## config.mk

```make
export PLATFORM = sky130hd
export DESIGN_NAME = yutorina_bus_arbiter
export DESIGN_NICKNAME = d
export VERILOG_FILES = /design/src/rtl/yutorina_bus_arbiter.sv
export SDC_FILE = /design/constraint.sdc
export NUM_CORES = 1
export LEC_CHECK = 0
export CAP_MARGIN = 15
export CORE_MARGIN = 1.5
export CORE_UTILIZATION = 38
export DETAILED_ROUTE_END_ITERATION = 10
export GPL_ROUTABILITY_DRIVEN = 0
export PLACE_DENSITY = 0.64
export SLEW_MARGIN = 30
export SYNTH_ARGS = -nofsm -noshare
export SYNTH_HDL_FRONTEND = slang
export SYNTH_SLANG_ARGS = --single-unit
```

## constraint.sdc

```tcl
create_clock -name clk -period 2.9 [get_ports clk]
set_clock_uncertainty 0.15 [all_clocks]
set_input_delay 0.435 -clock clk [delete_from_list [all_inputs] [get_ports clk]]
set_output_delay 0.435 -clock clk [all_outputs]
set_load 0.005 [all_outputs]
```

## src/rtl/yutorina_bus_arbiter.sv

```systemverilog
// Four-master round-robin bus arbiter with hold-time preemption that is
// suppressed while a shared-bus transfer is still in flight.
module yutorina_bus_arbiter #(
  parameter int MAX_HOLD = 16
) (
  input  logic       clk,
  input  logic       rst,
  input  logic       m0_req_,
  input  logic       m1_req_,
  input  logic       m2_req_,
  input  logic       m3_req_,
  output logic       m0_grnt_,
  output logic       m1_grnt_,
  output logic       m2_grnt_,
  output logic       m3_grnt_,
  input  logic       s_as_,
  input  logic       s_rdy_,
  output logic [1:0] owner,
  output logic       busy
);

  typedef enum logic {IDLE, OWNED} state_t;

  localparam logic [7:0] HOLD_LIMIT = 8'(MAX_HOLD - 1);

  state_t     r_state;
  state_t     w_nextState;
  logic [1:0] r_owner;
  logic [1:0] r_last;
  logic [7:0] r_hold;
  logic       r_pending;
  logic [3:0] r_grntN;
  logic       r_busy;

  logic [1:0] w_nextOwner;
  logic [1:0] w_nextLast;
  logic [7:0] w_nextHold;
  logic       w_nextPending;
  logic [3:0] w_req;
  logic [3:0] w_others;
  logic       w_othersAny;
  logic [1:0] w_idlePick;
  logic [1:0] w_otherPick;
  logic       w_preempt;

  // First asserted request scanning from (from+1) upward with wrap; the
  // last candidate tried is 'from' itself.
  function automatic logic [1:0] rrPick(input logic [3:0] req, input logic [1:0] from);
    logic [1:0] pick;
    logic [1:0] idx;
    logic       found;
    pick  = from;
    found = 1'b0;
    for (int i = 1; i <= 4; i++) begin
      idx = from + 2'(i);
      if (!found && req[idx]) begin
        pick  = idx;
        found = 1'b1;
      end
    end
    return pick;
  endfunction

  assign w_req       = ~{m3_req_, m2_req_, m1_req_, m0_req_};
  assign w_others    = w_req & ~(4'b0001 << r_owner);
  assign w_othersAny = |w_others;
  assign w_idlePick  = rrPick(w_req, r_last);
  assign w_otherPick = rrPick(w_others, r_owner);
  assign w_preempt   = (r_hold >= HOLD_LIMIT) && w_othersAny && !r_pending && s_as_;

  always_comb begin
    w_nextState   = r_state;
    w_nextOwner   = r_owner;
    w_nextLast    = r_last;
    w_nextHold    = r_hold;
    w_nextPending = !s_rdy_ ? 1'b0 : (!s_as_ ? 1'b1 : r_pending);
    case (r_state)
      IDLE: begin
        if (|w_req) begin
          w_nextState = OWNED;
          w_nextOwner = w_idlePick;
          w_nextLast  = w_idlePick;
          w_nextHold  = 8'd0;
        end
      end
      OWNED: begin
        // Release outranks preemption; both hand over without a dead cycle.
        if (!w_req[r_owner]) begin
          w_nextHold = 8'd0;
          if (w_othersAny) begin
            w_nextOwner = w_otherPick;
            w_nextLast  = w_otherPick;
          end else begin
            w_nextState = IDLE;
          end
        end else if (w_preempt) begin
          w_nextOwner = w_otherPick;
          w_nextLast  = w_otherPick;
          w_nextHold  = 8'd0;
        end else if (r_hold != 8'hFF) begin
          w_nextHold = r_hold + 8'd1;
        end
      end
      default: w_nextState = IDLE;
    endcase
  end

  always_ff @(posedge clk) begin
    if (!rst) begin
      r_state   <= IDLE;
      r_owner   <= 2'd0;
      r_last    <= 2'd3;
      r_hold    <= 8'd0;
      r_pending <= 1'b0;
      r_grntN   <= 4'hF;
      r_busy    <= 1'b0;
    end else begin
      r_state   <= w_nextState;
      r_owner   <= w_nextOwner;
      r_last    <= w_nextLast;
      r_hold    <= w_nextHold;
      r_pending <= w_nextPending;
      r_grntN   <= (w_nextState == OWNED) ? ~(4'b0001 << w_nextOwner) : 4'hF;
      r_busy    <= (w_nextState == OWNED);
    end
  end

  assign m0_grnt_ = r_grntN[0];
  assign m1_grnt_ = r_grntN[1];
  assign m2_grnt_ = r_grntN[2];
  assign m3_grnt_ = r_grntN[3];
  assign owner    = r_owner;
  assign busy     = r_busy;

endmodule

```

# Word level (Yosys, flattened, before mapping)
# Cells that the tools add are included.
[word_totals]
output_inout_bits = 7
in_bits = 8
wordCells = 107
reg_bits = 18
[op_classes]
n_eq_ne = 5
order_cmp = 9
n_mux = 51
n_shift = 2
bitwise_logic = 5
reduce_logical = 22
addsub = 7
[op_table]
columns = ["cell", "n"]
rows = [
  ["two-way mux 2 bit", 16],
  ["two-way mux 8 bit", 4],
  ["less-than comparator 2 x 3 -> 1 bit, second input constant", 8],
  ["binary-select mux 1 bit (select 2 bit)", 9],
  ["two-way mux 1 bit", 18],
  ["one-hot mux 8 bit (2 select lines)", 1],
  ["inverter 4 bit", 3],
  ["logical AND 1 bit", 9],
  ["adder 2 bit, second input constant", 4],
  ["adder 8 x 1 -> 8 bit, second input constant", 1],
  [">= comparator 8 x 4 -> 1 bit, second input constant", 1],
  ["inequality test 8 bit, second input constant", 1],
  ["one-hot mux 2 bit (2 select lines)", 2],
  ["OR reduction 4 bit", 2],
  ["<< shifter 1 x 2 -> 4 bit, first input constant", 2],
  ["zero test 1 bit", 7],
  ["AND reduction 2 bit", 3],
  ["adder 2 x 1 -> 2 bit, second input constant", 2],
  ["AND 4 bit", 1],
  ["inequality test 4 x 3 -> 1 bit, second input constant", 1],
  ["inequality test 3 x 1 -> 1 bit, second input constant", 1],
  ["inequality test 3 bit, second input constant", 1],
  ["AND reduction 3 bit", 1],
  ["inequality test 2 bit, second input constant", 1],
  ["2 further kinds", 2],
]

# Logic depth before layout (Yosys ltp)
# Gate-level depths: netlist of run 1.
[logic_depth]
depth_word = 20
depth_mapped = 9
ltp_nobuf = 8

# Least setup slack after synthesis of run 1
# Ideal clock, no wire load.
[synth_timing]
kind = "register to register"
from = "register r_owner[0], in the netlist owner[0]"
to = "register r_grntN[1]"
path_stages_with_launch = 10
slack_ns = 0.470
t_arrival_ns = 2.147
cell_sequence = "dfxtp_1 buf_2 inv_1 ha_1 nor3b_1 o21bai_1 a32oi_4 mux2i_1 nor3_4 nand3b_1"
[synth_via]
elab_chain_cells = 20
elab_cells_between_ends = 44
classes_between = "add/sub (3); shift (2); mux (25); bitwise (3); reduce/logical (11)"
[synth_rtl]
columns = ["item", "line_no", "text"]
rows = [
  ["start: declaration", "28", "logic [1:0] r_owner;"],
  ["start signal: assignment", "119", "r_owner <= w_nextOwner;"],
  ["parallel branches: the longest is 20 deep, another holds adder 2 x 1 -> 2 bit", "-", ""],
  ["end signal: assignment", "123", "r_grntN <= (w_nextState == OWNED) ? ~(4'b0001 << w_nextOwner) : 4'hF;"],
  ["end: declaration", "32", "logic [3:0] r_grntN;"],
]
# Several ways; the timed one is not identified. The select of a mux whose other input is x is not followed.
# A chain may end at the register's enable or synchronous reset.

# Worst setup path in the final report of run 1
[layout_timing]
from = "register r_owner[1], in the netlist owner[1]"
to = "register r_hold[7]"
[layout_via]
elab_chain_cells = 10
elab_cells_between_ends = 14
classes_between = "eq/ne (1); shift (1); mux (5); bitwise (2); reduce/logical (5)"
[layout_rtl]
columns = ["item", "line_no", "text"]
rows = [
  ["<< shifter 1 x 2 -> 4 bit", "65", "assign w_others = w_req & ~(4'b0001 << r_owner);"],
  ["inverter 4 bit", "65", ""],
  ["AND 4 bit", "65", ""],
  ["OR reduction 4 bit", "66", "assign w_othersAny = |w_others;"],
  ["logical AND 1 bit (3 in series)", "69", "assign w_preempt = (r_hold >= HOLD_LIMIT) && w_othersAny && !r_pending && s_as_;"],
  ["two-way mux 8 bit", "96", "end else if (w_preempt) begin"],
  ["two-way mux 8 bit", "88", "if (!w_req[r_owner]) begin"],
  ["one-hot mux 8 bit (2 select lines)", "77", "case (r_state)"],
  ["end signal: assignment", "121", "r_hold <= w_nextHold;"],
  ["end: declaration", "30", "logic [7:0] r_hold;"],
]
# Several ways; a longest one is shown, not always the timed one. The select of a mux whose other input is x is not followed.

==> flow_summary.ini, run 1 <==
[sta]
period_share_pct = 90.1
rsz0062_at_grt = false
tns_ns = 0
min_period_ns = 2.61
hold_viol_final = 0
max_freq_mhz = 383
worst_pin_slew_ns = 0.555
slew_headroom_pct = 62.9
finalSetupViolCount = 0
fin_ws_ns = 0.286
slew_viol_final = 0

[detailed_routing]
wl_met2_um = 1190
routed.top_layer = met4
wl_met3_um = 102
ant_nets = 0
drt_first_iter_violations = 42
vias_per_cell = 5.45
wl_um = 2730
vias = 1166
wl_per_cell_um = 12.7
dr.pass1.iters = 4
wl_met1_um = 1420
drc = 0

[placed_design]
numPortBuffers = 14
pre_cts_ws_ns = 0.223
hpwlAfterDp_um = 2050

[final_layout]
drive_above_1_share_pct = 13.5
n_antenna_cell = 0
num-fill-cells = 305
fin_nets = 184
final_common_cell = nor2_1
final_cell_mix = nor2_1 (20), dfxtp_1 (18), clkdlybuf4s50_1 (14)
syn_to_final_growth_pct = 18.8

[die]
die_h_um = 61.0
die-area_um2 = 3720
initial_utilization_pct = 40.9
die_w_um = 61.0
io_pins = 15
core_area_um2 = 3130
num_rows = 20

[synth]
synth-edff-count = 0
synth_area_um2 = 1280
synth_area_leaders = dfxtp_1 (28%), nor2_1 (5.9%), ha_1 (4.9%)
synthDominantCellAreaShare_pct = 28.2
synth_warnings = 0
synthArstFlopShare_pct = 0
synth_fp_nets = 165
syn_area_per_cell_um2 = 8.41
synth_largest_area_cell = dfxtp_1
netlist_instances = 152
yosysUniqueCellTypes = 49
synth_ff_type = dfxtp_1
ys_seq_area_share_pct = 28.2
ys_seq_elements = 18

[pwr]
power_mw = 0.814
max-vdd-ir-drop_mv = 0.217
p_per_area_nw_per_um2 = 536
leakagePower_nw = 0.551

[critical_path]
cp-start-kind = flip-flop
path_buf_inv = 2
cp-end-kind = flip-flop
cp.arrival_ns = 2.63
cpMaxStageDelayCell = dfxtp_1
path_delay_family = simple AND/OR/NAND/NOR gates
critPathMaxFanout = 8
required_ns = 2.92
path_cells = inv_1 -> ha_1 -> o22ai_1 -> nor3_1 -> buf_4 -> o211ai_2 -> nor4b_1 -> xnor2_1 -> nor2_1
crit_type = flip-flop to flip-flop
max_stage_delay_ns = 0.52

[global_route]
grt_max_degree = 12
antenna_found_initial = 0
grt_pass1_wl_um = 4710
grt_use_total_pct = 16.6
grt_pass1_vias = 1029
grt.overflow.total = 0

[status]
status = finished, final reports clean

[worst_hold_path]
hold_class = flip-flop to flip-flop

[clocking]
cts_tree = built
ctsHoldBuffers = 0
htree_levels = 1
clock_sinks = 18
cts_buffer_depth = 2
cts_buffers = 3
path_clk_slew_ns = 0.10
post_cts_buffers = 0
cts_resized = 0
clk_latency_ns = 0.29
cts-root-buf = clkbuf_4

[flow_run]
maxCapViolCount = 0
## final timing paths
check                           startpoint  cells past startpoint  slack [ns]        end
worst max-delay path              owner[1]                      9        0.29  r_hold[7]
worst min-delay path             r_hold[1]                      2        0.35  r_hold[1]
worst max register to register    owner[1]                      9        0.29  r_hold[7]
worst min register to register   r_hold[1]                      2        0.35  r_hold[1]
## stage by stage
| stage | cell area (um2) | hold slack, ns | utilization, % | instances |
|---|---|---|---|---|
| detailed placement | 1480 | 0.335 | 47.4 | 210 |
| CTS | 1520 | 0.349 | 48.6 | 214 |
| finish | 1520 | 0.348 | 48.6 | 214 |
| floorplan | 1280 | 0.308 | - | 152 |
| global route | 1520 | 0.383 | 48.6 | 214 |
| global placement | 1480 | 0.325 | 47.4 | 210 |
## per-layer routing
layer	global-route usage, %	up-vias
met5	0	-
met1	23.6	546
met2	26.0	21
met4	3.73	0
li1	-	597
met3	3.78	2
## layout make-up
type | count | area [um2] | share of cell area, %
clock buffers | 4 | 36.3 | 2.39
inverters | 6 | 22.5 | 1.48
multi-input cells | 121 | 852 | 56.1
flip-flops and latches | 18 | 360 | 23.7
well taps | 44 | 55.1 | 3.62
repair buffers | 21 | 193 | 12.7
## worst min-delay path, delay by kind of cell, from the launching register on
family | cells | cell delay [ns]
AOI/OAI and AO/OA | 1 | 0.05
DFF | 1 | 0.34
and+or+nand+nor | 1 | 0.07
## synthesized netlist by cell type (2+ instances only)
library cell,instances
buf_4,2
xor2_1,5
o21ai_0,9
dfxtp_1,18
a21oi_1,2
and3_1,3
o221ai_1,4
ha_1,5
buf_2,2
clkbuf_1,2
nor3b_1,2
nand4_1,2
a211oi_1,3
o22ai_1,3
nor3_1,2
nand2b_1,5
a21o_1,2
and2_1,2
inv_1,6
xnor2_1,2
o211ai_1,3
nor2_4,2
nor2_1,20
nor2b_1,3
o2111ai_1,2
mux4_2,2
nand2_1,9
nand3_1,9
## state kept, by name, summed over array words and instances, names as in the netlist
name and flops:
r_hold 8, busy 1, r_last 2, r_pending 1, r_grntN 4, owner 2
## where the power goes
group / total (mW) / switching (mW) / internal (mW)
logic: 0.351 / 0.172 / 0.178
registers: 0.310 / 0.0355 / 0.275
clock network: 0.153 / 0.0764 / 0.0765
total: 0.814 / 0.284 / 0.530
## cell families after synthesis
kind of cell	count (synthesis)	share of synthesized area, %
buf+inv	13	5.19
compound gates	38	23.9
flops	18	28.2
mux	3	4.31
xor+xnor	7	4.79
simple gates	68	28.8
fa+ha+maj	5	4.89
Note: power is estimated with default switching activity, not from simulation.
==> inputs of run 2 (changes only) <==
Settings changed: GPL_ROUTABILITY_DRIVEN 0 to default.
==> results of run 2 <==
No change in the layout: final DEF, timing and power equal those of run 1.
